**src/rtl/shared_timer_arbiter.sv**
```systemverilog
// One prescaled countdown timer shared round-robin among N level requesters.
// Build option: define SHARED_TIMER_ABORT_EN to let the owner abort a run by dropping req.
module shared_timer_arbiter #(
    parameter int N        = 4,
    parameter int CW       = 16,
    parameter int PRESCALE = 100_000
) (
    input  logic            clk,
    input  logic            rstn,
    input  logic [N-1:0]    req,
    input  logic [N*CW-1:0] tc,
    output logic [N-1:0]    grant,
    output logic [N-1:0]    done,
    output logic            busy,
    output logic [CW-1:0]   remain
);

    localparam int IW = (N > 1) ? $clog2(N) : 1;
    localparam int PW = (PRESCALE > 1) ? $clog2(PRESCALE) : 1;
    localparam logic [PW-1:0] CNT_RELOAD = PW'(PRESCALE - 1);
    localparam logic [IW-1:0] LAST_IDX   = IW'(N - 1);

    typedef enum logic [1:0] {
        ST_IDLE = 2'd0,
        ST_RUN  = 2'd1,
        ST_DONE = 2'd2
    } state_t;

    state_t          state_q, state_d;
    logic [N-1:0]    grant_q, grant_d;
    logic [IW-1:0]   owner_q, owner_d;
    logic [IW-1:0]   ptr_q,   ptr_d;
    logic [CW-1:0]   q_q,     q_d;
    logic [PW-1:0]   cnt_q,   cnt_d;

    logic [CW-1:0]   tc_arr [N];
    logic            found;
    logic [IW-1:0]   sel;
    logic [IW-1:0]   cand;
    int              idx;
    logic [IW-1:0]   next_ptr;

    always_comb begin
        for (int i = 0; i < N; i++) begin
            tc_arr[i] = tc[i*CW +: CW];
        end
    end

    // Round-robin pick: first requester at or after ptr, wrapping.
    always_comb begin
        found = 1'b0;
        sel   = ptr_q;
        cand  = '0;
        idx   = 0;
        for (int k = 0; k < N; k++) begin
            idx  = (int'(ptr_q) + k) % N;
            cand = IW'(idx);
            if (!found && req[cand]) begin
                found = 1'b1;
                sel   = cand;
            end
        end
    end

    assign next_ptr = (owner_q == LAST_IDX) ? '0 : owner_q + IW'(1);

    always_comb begin
        state_d = state_q;
        grant_d = grant_q;
        owner_d = owner_q;
        ptr_d   = ptr_q;
        q_d     = q_q;
        cnt_d   = cnt_q;
        case (state_q)
            ST_IDLE: begin
                if (found) begin
                    grant_d      = '0;
                    grant_d[sel] = 1'b1;
                    owner_d      = sel;
                    q_d          = tc_arr[sel];
                    cnt_d        = CNT_RELOAD;
                    state_d      = (tc_arr[sel] == '0) ? ST_DONE : ST_RUN;
                end
            end
            ST_RUN: begin
`ifdef SHARED_TIMER_ABORT_EN
                if (!req[owner_q]) begin
                    state_d = ST_IDLE;
                    grant_d = '0;
                    ptr_d   = next_ptr;
                end else
`endif
                begin
                    // q is held on the final tick so it never passes below 1 in RUN.
                    if (q_q == CW'(1) && cnt_q == '0) begin
                        state_d = ST_DONE;
                    end else if (cnt_q != '0) begin
                        cnt_d = cnt_q - PW'(1);
                    end else begin
                        cnt_d = CNT_RELOAD;
                        q_d   = q_q - CW'(1);
                    end
                end
            end
            ST_DONE: begin
                grant_d = '0;
                ptr_d   = next_ptr;
                state_d = ST_IDLE;
            end
            default: begin
                state_d = ST_IDLE;
                grant_d = '0;
            end
        endcase
    end

    always_ff @(posedge clk or negedge rstn) begin
        if (!rstn) begin
            state_q <= ST_IDLE;
            grant_q <= '0;
            owner_q <= '0;
            ptr_q   <= '0;
            q_q     <= '0;
            cnt_q   <= '0;
        end else begin
            state_q <= state_d;
            grant_q <= grant_d;
            owner_q <= owner_d;
            ptr_q   <= ptr_d;
            q_q     <= q_d;
            cnt_q   <= cnt_d;
        end
    end

    assign grant  = grant_q;
    assign done   = (state_q == ST_DONE) ? grant_q : '0;
    assign busy   = (state_q != ST_IDLE);
    assign remain = (state_q == ST_RUN) ? q_q : '0;

endmodule

```
**config.mk**
```make
export PLATFORM = sky130hd
export DESIGN_NAME = shared_timer_arbiter
export DESIGN_NICKNAME = d
export VERILOG_FILES = /design/src/rtl/shared_timer_arbiter.sv
export SDC_FILE = /design/constraint.sdc
export NUM_CORES = 1
export LEC_CHECK = 0
export CORE_MARGIN = 3
export CORE_UTILIZATION = 48
export CTS_BUF_LIST = sky130_fd_sc_hd__clkbuf_16
export CTS_CLUSTER_DIAMETER = 100
export DETAILED_ROUTE_END_ITERATION = 12
export HOLD_SLACK_MARGIN = 0.12
export PLACE_DENSITY = 0.82
export SETUP_SLACK_MARGIN = 0.5
export SYNTH_ARGS = -nofsm -noshare
export SYNTH_HDL_FRONTEND = slang
export SYNTH_SLANG_ARGS = --single-unit
```
**constraint.sdc**
```tcl
create_clock -name clk -period 2.8 [get_ports clk]
set_input_delay 0.56 -clock clk [delete_from_list [all_inputs] [get_ports clk]]
set_output_delay 0.56 -clock clk [all_outputs]
set_load 0.01 [all_outputs]
```
After elaboration in Yosys (flattened, before gate mapping)
Index checks and enable logic that the tools add are counted.
W data, S select, Z words.
{ "op_classes": {"addsub": 6, "n_lt_le_gt_ge": 7, "eq_ne": 8, "muxes": 37, "bitwise_logic": 2, "n_reduce_logical": 19} }
{ "op_table": {"columns": ["op", "count"], "rows": [
  ["$mux W16", 6],
  ["$mux W17", 3],
  ["$pmux W17 S2", 1],
  ["$bmux W16 S2", 1],
  ["$pmux W16 S2", 1],
  ["$logic_not A17 Y1", 1],
  ["$reduce_bool A17 Y1", 1],
  ["$sub A17 B1 Y17 const B", 1],
  ["$eq A16 B1 Y1 const B", 1],
  ["$logic_not A16 Y1", 1],
  ["$sub A16 B1 Y16 const B", 1],
  ["$lt A2 B3 Y1 const B", 5],
  ["$mux W2", 7],
  ["$mux W1", 9],
  ["$bmux W1 S2", 4],
  ["$mux W4", 2],
  ["$ne A2 B2 Y1 const B", 4],
  ["$pmux W4 S2", 1],
  ["$reduce_and A2 Y1", 3],
  ["$logic_and A1 B1 Y1", 5],
  ["$add A2 B1 Y2 const B", 2],
  ["$add A2 B2 Y2 const B", 2],
  ["$eq A2 B2 Y1 const B", 2],
  ["$pmux W2 S2", 1],
  ["other kinds (11)", 14]
]} }
{ "word_totals": {"ff_bits": 43, "input_bits": 70, "out_inout_bits": 25, "word_cells": 85} }

Depth between registers and ports, before layout
Gate-level depths: netlist of the first run.
{ "logic_depth": {"word_depth": 20, "mapped_depth": 10, "depth_no_buf": 9} }

Least setup slack after synthesis of the first run
OpenSTA, ideal clock, no wires.
{ "synth_path": {"path_kind": "input -> register", "from": "input req[0]", "to": "register state_q[1]", "arrival_time_ps": 2668, "setup_slack_ps": 64, "cell_stages": 9, "cell_sequence": "and2b_1 -> or4_4 -> nand2_8 -> buf_12 -> mux2i_1 -> mux2i_1 -> or4b_1 -> nor4_2 -> a32o_1"} }
{ "synth_between": {"elab_chain_len": 20, "word_cells_on_any_way": 31, "classes_between": "eq/ne: 1; mux: 21; bitwise: 1; reduce/logical: 8"} }
{ "synth_lines": {"columns": ["item", "line_no", "source"], "rows": [
  ["from (decl)", "10", "input logic [N-1:0] req,"],
  ["$bmux W1 S2", "58", "if (!found && req[cand]) begin"],
  ["$mux W1 (implied by the code)", "58", null],
  ["$mux W1", "58", null],
  ["$logic_not A1 Y1", "58", null],
  ["$logic_and A1 B1 Y1", "58", null],
  ["$mux W1", "58", null],
  ["$logic_not A1 Y1", "58", null],
  ["$logic_and A1 B1 Y1", "58", null],
  ["(+3 left out)", null, null],
  ["$mux W2", "58", null],
  ["$not A2 Y3 (implied by the code)", "82", "state_d = (tc_arr[sel] == '0) ? ST_DONE : ST_RUN;"],
  ["$bmux W16 S2", "82", null],
  ["$mux W16 (implied by the code) (2 in a row)", "82", null],
  ["$logic_not A16 Y1", "82", null],
  ["$mux W2", "82", null],
  ["$mux W2", "76", "if (found) begin"],
  ["$pmux W2 S2", "74", "case (state_q)"],
  ["to (signal assigned)", "126", "state_q <= state_d;"],
  ["to (decl)", "29", "state_t state_q, state_d;"]
]} }
Parallel ways exist; a longest one is shown, timed or not. The select of a mux whose other input is x is not followed.
A chain may end at the register's enable or synchronous reset.

Final worst setup path of the first run
{ "layout_path": {"from": "register ptr_q[1]", "to": "register state_q[1]"} }
{ "layout_between": {"elab_chain_len": 20, "word_cells_on_any_way": 34, "classes_between": "add/sub: 3; eq/ne: 1; mux: 21; bitwise: 1; reduce/logical: 8"} }
{ "layout_lines": {"columns": ["item", "line_no", "source"], "rows": [
  ["from (decl)", "32", "logic [IW-1:0] ptr_q, ptr_d;"],
  ["from (signal assigned)", "129", "ptr_q <= ptr_d;"],
  ["branches (longest 20 deep; another with $add A2 B1 Y2)", null, null]
]} }
Parallel ways; which one is timed is not known. The select of a mux whose other input is x is not followed.

==> results.yml, run 1 <==
cts:
  cts-hold-fix-buffers: 0
  numClockSinks: 43
  htree_levels: 2
  cts-root-buf: "clkbuf_16"
  cts_buffer_depth: 2
  clk_latency_ns: 0.29
  cts_made_buffers: 5
  clk_pin_slew_ns: 0.07
  cts_tree: "built"
layout:
  nets: 575
  num_antenna_cells: 0
  seq_area_um2: 1080
  multi_input_area_um2: 2280
  fillCellCount: 263
  syn2layout_area_growth_pct: 69.8
  drive_gt1_share_pct: 31.3
die:
  core_um2: 6100
  io_pins: 95
  start_util_pct: 51.2
  die_area_um2: 7500
  die_y_um: 86.6
  placementRows: 28
  die-width_um: 86.6
setup_path:
  setup.worst_path.class: "reg2reg"
  startpoint_type: "flip-flop"
  critPathRequiredTime_ns: 3.03
  endpoint_kind: "flip-flop"
  path_delay_family: "simple AND/OR/NAND/NOR gates"
  crit_chain: "and3b_1, or4_4, nand2_8, buf_8, mux2i_1, mux2i_1, or4b_4, nor4_4, a32o_1"
  worst-path-max-fanout: 5
  cp_num_buf_inv: 1
  slowest_stage: "or4_4"
  crit_path_frequent_cell: "mux2i_1"
  cp.depth: 9
  slowest_delay_ns: 0.57
  critical_path_arrival_ns: 3.13
  ff2ff_path_depth: 9
synthesis:
  yosysWarningCount: 0
  syn-cell-area_um2: 3120
  synth_edf_count: 0
  ys_ff_latch: 43
  ys_seq_area_share_pct: 34.5
  ys_async_sr_fraction_pct: 100
  synth-main-ff-cell: "dfrtp_1"
  synthesis.instances: 345
  syn-num-nets: 419
  syn_avg_cell_area_um2: 9.04
  synth.distinct_cells: 55
sta:
  min_period_ns: 2.90
  min_period_over_period_pct: 103
  worst_pin_slew_ns: 1.02
  hold_violations: 0
  setup_violations: 2
  fmax_ghz: 0.345
  finClkSkew_ns: 0.00732
  rsz0062_at_grt: "true"
  fin_ws_ns: -0.0955
  relSlewSlack_pct: 31.8
  maxSlewViolCount: 0
  setup_tns_ns: -0.187
routing:
  drt-initial-drc-count: 371
  vias: 3700
  antenna_left: 0
  wl_per_cell_um: 24.4
  wl_mm: 14.1
  dr.pass1.iters: 5
  vias_per_cell: 6.41
  drcViolationCount: 0
power:
  ir_worst_vdd_mv: 0.502
  power_leakage_nw: 2.21
  power_density_nw_per_um2: 438
  total_power_mw: 2.32
grt:
  grt_first_pass_wirelength_mm: 18.1
  track_usage_pct: 31.0
  grt.overflow.total: 0
  grt_pass1_vias: 3433
  grt_max_degree: 44
  antenna_found_initial: 0
placement:
  dp.final_hpwl_mm: 6.90
  place.gp.congestion: 0.844
  port_buffers: 94
flow_run:
  cap_violations: 0
worst_hold_path:
  hold_path.class: "in2async"
run_status:
  violations: "setup timing"
  status: "complete, but fails checks"
## area by class of cell
class	instances	area share (%)
Clock buffer	5	2.36
Clock inverter	3	0.378
Inverter	12	0.850
Tap cell	75	1.77
Timing Repair Buffer	164	31.3
Multi-Input combinational cell	275	43.0
Sequential cell	43	20.3
## power breakdown
group | internal [mW] | total [mW] | switching [mW]
Combinational | 0.497 | 0.899 | 0.402
Sequential | 0.704 | 0.836 | 0.132
Clock | 0.329 | 0.585 | 0.256
Total | 1.53 | 2.32 | 0.790
## cells in the final DEF (no fill, tap or decap), types with 6 or more instances in the layout
cell type        Yosys  layout
or3_1                8       6
inv_1               12      10
buf_4                0      43
o21ai_0             16      11
dfrtp_1             43      42
mux2i_1             36      26
clkdlybuf4s50_1      0      84
buf_6                0      17
nand2_1             25      24
nor3_1              14      11
and2_1              12      12
clkbuf_16            0       6
a21oi_1             26      24
nor2_1              38      34
dlygate4sd2_1        0       6
a32o_1               6       6
mux2i_2              0       7
o21ai_1              5       7
mux2_4               1      12
## worst register-to-register path, cell delays in order, from the launching register on
cell     delay, ns
dfrtp_1       0.41
and3b_1       0.19
or4_4         0.57
nand2_8       0.11
buf_8         0.13
mux2i_1       0.26
mux2i_1       0.16
or4b_4        0.56
nor4_4        0.29
a32o_1        0.17
## path summary, 6_finish.rpt
check,startpoint,to,slack [ns]
min,rstn,q_q[2],0.43
max in group asynchronous,rstn,q_q[7],1.65
min in group clk,q_q[14],q_q[14],0.54
max reg2reg,ptr_q[1],state_q[1],-0.1
max,ptr_q[1],state_q[1],-0.1
min reg2reg,q_q[14],q_q[14],0.54
## cell usage after synthesis, types with 5 or more instances
| cell type | n | area (um^2) |
|---|---|---|
| mux2i_1 | 36 | 360 |
| o21ai_1 | 5 | 25.0 |
| and2_1 | 12 | 75.1 |
| clkbuf_1 | 11 | 41.3 |
| inv_1 | 12 | 45.0 |
| o22ai_1 | 5 | 31.3 |
| mux2_2 | 11 | 124 |
| a21oi_1 | 26 | 130 |
| nor3_1 | 14 | 70.1 |
| nor4_1 | 5 | 31.3 |
| xnor2_1 | 5 | 43.8 |
| dfrtp_1 | 43 | 1080 |
| or3_1 | 8 | 50.1 |
| a32o_1 | 6 | 60.1 |
| nor2_1 | 38 | 143 |
| nand2_1 | 25 | 93.8 |
| o21ai_0 | 16 | 80.1 |
## per-stage QoR
step	instances	worst slack [ns]	hold WS, ns	instance area (um^2)	util [%]
floorplan	345	0.175	0.264	3160	-
global placement	531	-0.296	0.474	4330	71.0
finish	577	-0.0955	0.434	5300	86.9
global route	577	-0.151	0.504	5300	86.9
detailed placement	531	-0.421	0.515	4330	71.0
CTS	567	0.0356	0.461	4900	80.5
## what timing repair did
item | in CTS | in global routing
pin swaps | 18 | 23
setup buffers | 23 | 9
gates cloned | 5 | 1
endpoints found under the setup margin | 55 | 51
gates resized for setup | 48 | 70
## logic make-up after synthesis
group	count (synthesis)	synth area share (%)
and+or+nand+nor	136	24.5
muxes	49	16.4
DFF	43	34.5
buffers and inverters	29	5.66
adders and majority gates	4	1.60
xor gates and xnor gates	9	2.53
AOI/OAI and AO/OA	75	14.9
## routing by layer
| metal | global-route usage, % | vias up | share of wire, % |
|---|---|---|---|
| li1 | - | 1573 | - |
| met5 | 0 | - | 0 |
| met1 | 39.7 | 1779 | 38 |
| met2 | 51.5 | 273 | 49 |
| met4 | 11.3 | 0 | 4.6 |
| met3 | 6.65 | 75 | 9.1 |
## state kept, by name, indices dropped and copies added (netlist names)
name,flops
cnt_q,17
q_q,16
grant,4
owner_q,2
ptr_q,2
state_q,2
Power figures use the tool's default switching activity.
==> run 2: changes to the inputs <==
Settings changed: ABC_CLOCK_PERIOD_IN_PS from default to 2800, CORE_MARGIN 3 to default.
==> results.yml, run 2 (synthesized netlist as in run 1, its figures left out) <==
run_status:
  status: "complete, but fails checks"
  violations: "setup timing"
cts:
  cts_tree: "built"
  cts-root-buf: "clkbuf_16"
  cts_made_buffers: 5
  clk_pin_slew_ns: 0.07
  clk_latency_ns: 0.29
  htree_levels: 2
  cts_buffer_depth: 2
  numClockSinks: 43
placement:
  pre_cts_slack_ns: -0.394
  port_buffers: 94
  placed_area_um2: 4350
  dp.final_hpwl_mm: 6.61
  place.gp.congestion: 0.836
sta:
  maxSlewViolCount: 0
  rsz0062_at_grt: "true"
  finClkSkew_ns: 0.00515
  hold_violations: 0
  worst_pin_slew_ns: 1.01
  fmax_ghz: 0.347
  setup_tns_ns: -0.157
  min_period_ns: 2.88
  relSlewSlack_pct: 32.8
  min_period_over_period_pct: 103
  fin_ws_ns: -0.0831
  setup_violations: 2
layout:
  syn2layout_area_growth_pct: 63.9
  seq_area_um2: 1080
  layout_commonest_cell: "clkdlybuf4s50_1"
  largest_reg_flops: 17
  final_util_pct: 81.0
  layout_common_cells: "clkdlybuf4s50_1 (72), buf_4 (57), dfrtp_1 (41), nor2_1 (34), mux2i_1 (31)"
  largest-register: "cnt_q"
  drive_gt1_share_pct: 28.8
  multi_input_area_um2: 2160
  fillCellCount: 353
  nets: 576
  num_antenna_cells: 0
  final_cell_area_um2: 5110
setup_path:
  slowest_delay_ns: 0.55
  crit_chain: "and3b_1, or4_4, nand2_8, buf_6, buf_4, buf_12, mux2i_1, mux2i_1, nand4b_2, nor4_4, a32o_1"
  critPathRequiredTime_ns: 3.02
  cp_num_buf_inv: 3
  critical_path_arrival_ns: 3.10
  worst-path-max-fanout: 7
  startpoint_type: "flip-flop"
  path_delay_family: "simple AND/OR/NAND/NOR gates"
  regToRegStartpoint: "ptr_q[1]"
  crit_path_frequent_cell: "mux2i_1"
  endpoint_kind: "flip-flop"
  ff2ff_path_depth: 11
  setup.worst_path.class: "reg2reg"
  r2r_slack_ns: -0.08
  r2r_end: "state_q[1]"
  slowest_stage: "or4_4"
grt:
  gr-usage-met1_pct: 36.5
  grt_max_degree: 44
  grt_pass1_vias: 3310
  use_met3_pct: 5.82
  grt.overflow.total: 0
  track_usage_pct: 30.8
  busiest_layer: "met2"
  gr-usage-met2_pct: 55.8
  antenna_found_initial: 0
  grt_first_pass_wirelength_mm: 15.7
routing:
  dr.pass1.iters: 5
  wl_per_cell_um: 21.1
  vias_per_cell: 6.17
  antenna_left: 0
  drt-initial-drc-count: 266
  wl_mm: 12.2
  vias: 3578
  drcViolationCount: 0
worst_hold_path:
  hold_path.class: "in2async"
die:
  start_util_pct: 49.4
  die_y_um: 82.6
  die-width_um: 82.6
  io_pins: 95
  placementRows: 29
  die_area_um2: 6820
  core_um2: 6310
power:
  power_leakage_nw: 2.20
  total_power_mw: 2.18
  power_density_nw_per_um2: 427
  ir_worst_vdd_mv: 0.449
flow_run:
  cap_violations: 0
-- run 2: where the power goes --
part | total, mW | internal (mW) | switching [mW] | leakage [nW]
logic | 0.775 | 0.423 | 0.352 | 1.61
registers | 0.828 | 0.706 | 0.122 | 0.512
clock network | 0.580 | 0.326 | 0.254 | 0.0710
-- run 2: metrics by stage --
stage / cells / hold WS, ns
finish: 580 / 0.448
global route: 580 / 0.521
CTS: 568 / 0.474
detailed placement: 533 / 0.497
global placement: 533 / 0.470
floorplan: 345 / 0.264
-- run 2: how the worst max path moves through the flow --
stage,endpoint,cells past startpoint,from
6_report,state_q[1],11,ptr_q[1]
5_1_grt,state_q[1],12,ptr_q[1]
4_1_cts,state_q[1],9,ptr_q[1]
3_5_place_dp,state_q[1],9,req[0]
3_3_place_gp,state_q[1],9,req[0]
2_1_floorplan,state_q[1],9,req[0]
-- run 2: what timing repair did --
item / CTS / global route
gates cloned: 3 / 1
pin swaps: 20 / 28
hold buffers: 0 / 0
gates resized for setup: 59 / 39
endpoints found under the setup margin: 55 / 43
setup buffers: 24 / 11
-- run 2: area by class of cell --
cell class                      instances  share of cell area, %
Tap cell                               77                   1.88
Sequential cell                        43                   21.1
Clock buffer                            5                   2.45
Clock inverter                          3                  0.318
Multi-Input combinational cell        275                   42.3
Timing Repair Buffer                  165                   31.1
Inverter                               12                  0.881
-- run 2: per-layer routing --
layer	vias to the layer above	part of all wire, %	wire length, um
met3	53	7.7	946
met5	-	0	0
met4	0	4.1	505
met2	200	51	6210
li1	1572	-	-
met1	1753	37	4570
-- run 2: worst reg2reg max path, stage by stage (launching register included) --
cell      delay [ns]
dfrtp_1         0.38
and3b_1         0.16
or4_4           0.55
nand2_8         0.09
buf_6           0.12
buf_4           0.14
buf_12          0.13
mux2i_1         0.30
mux2i_1         0.21
nand4b_2        0.27
nor4_4          0.28
a32o_1          0.18
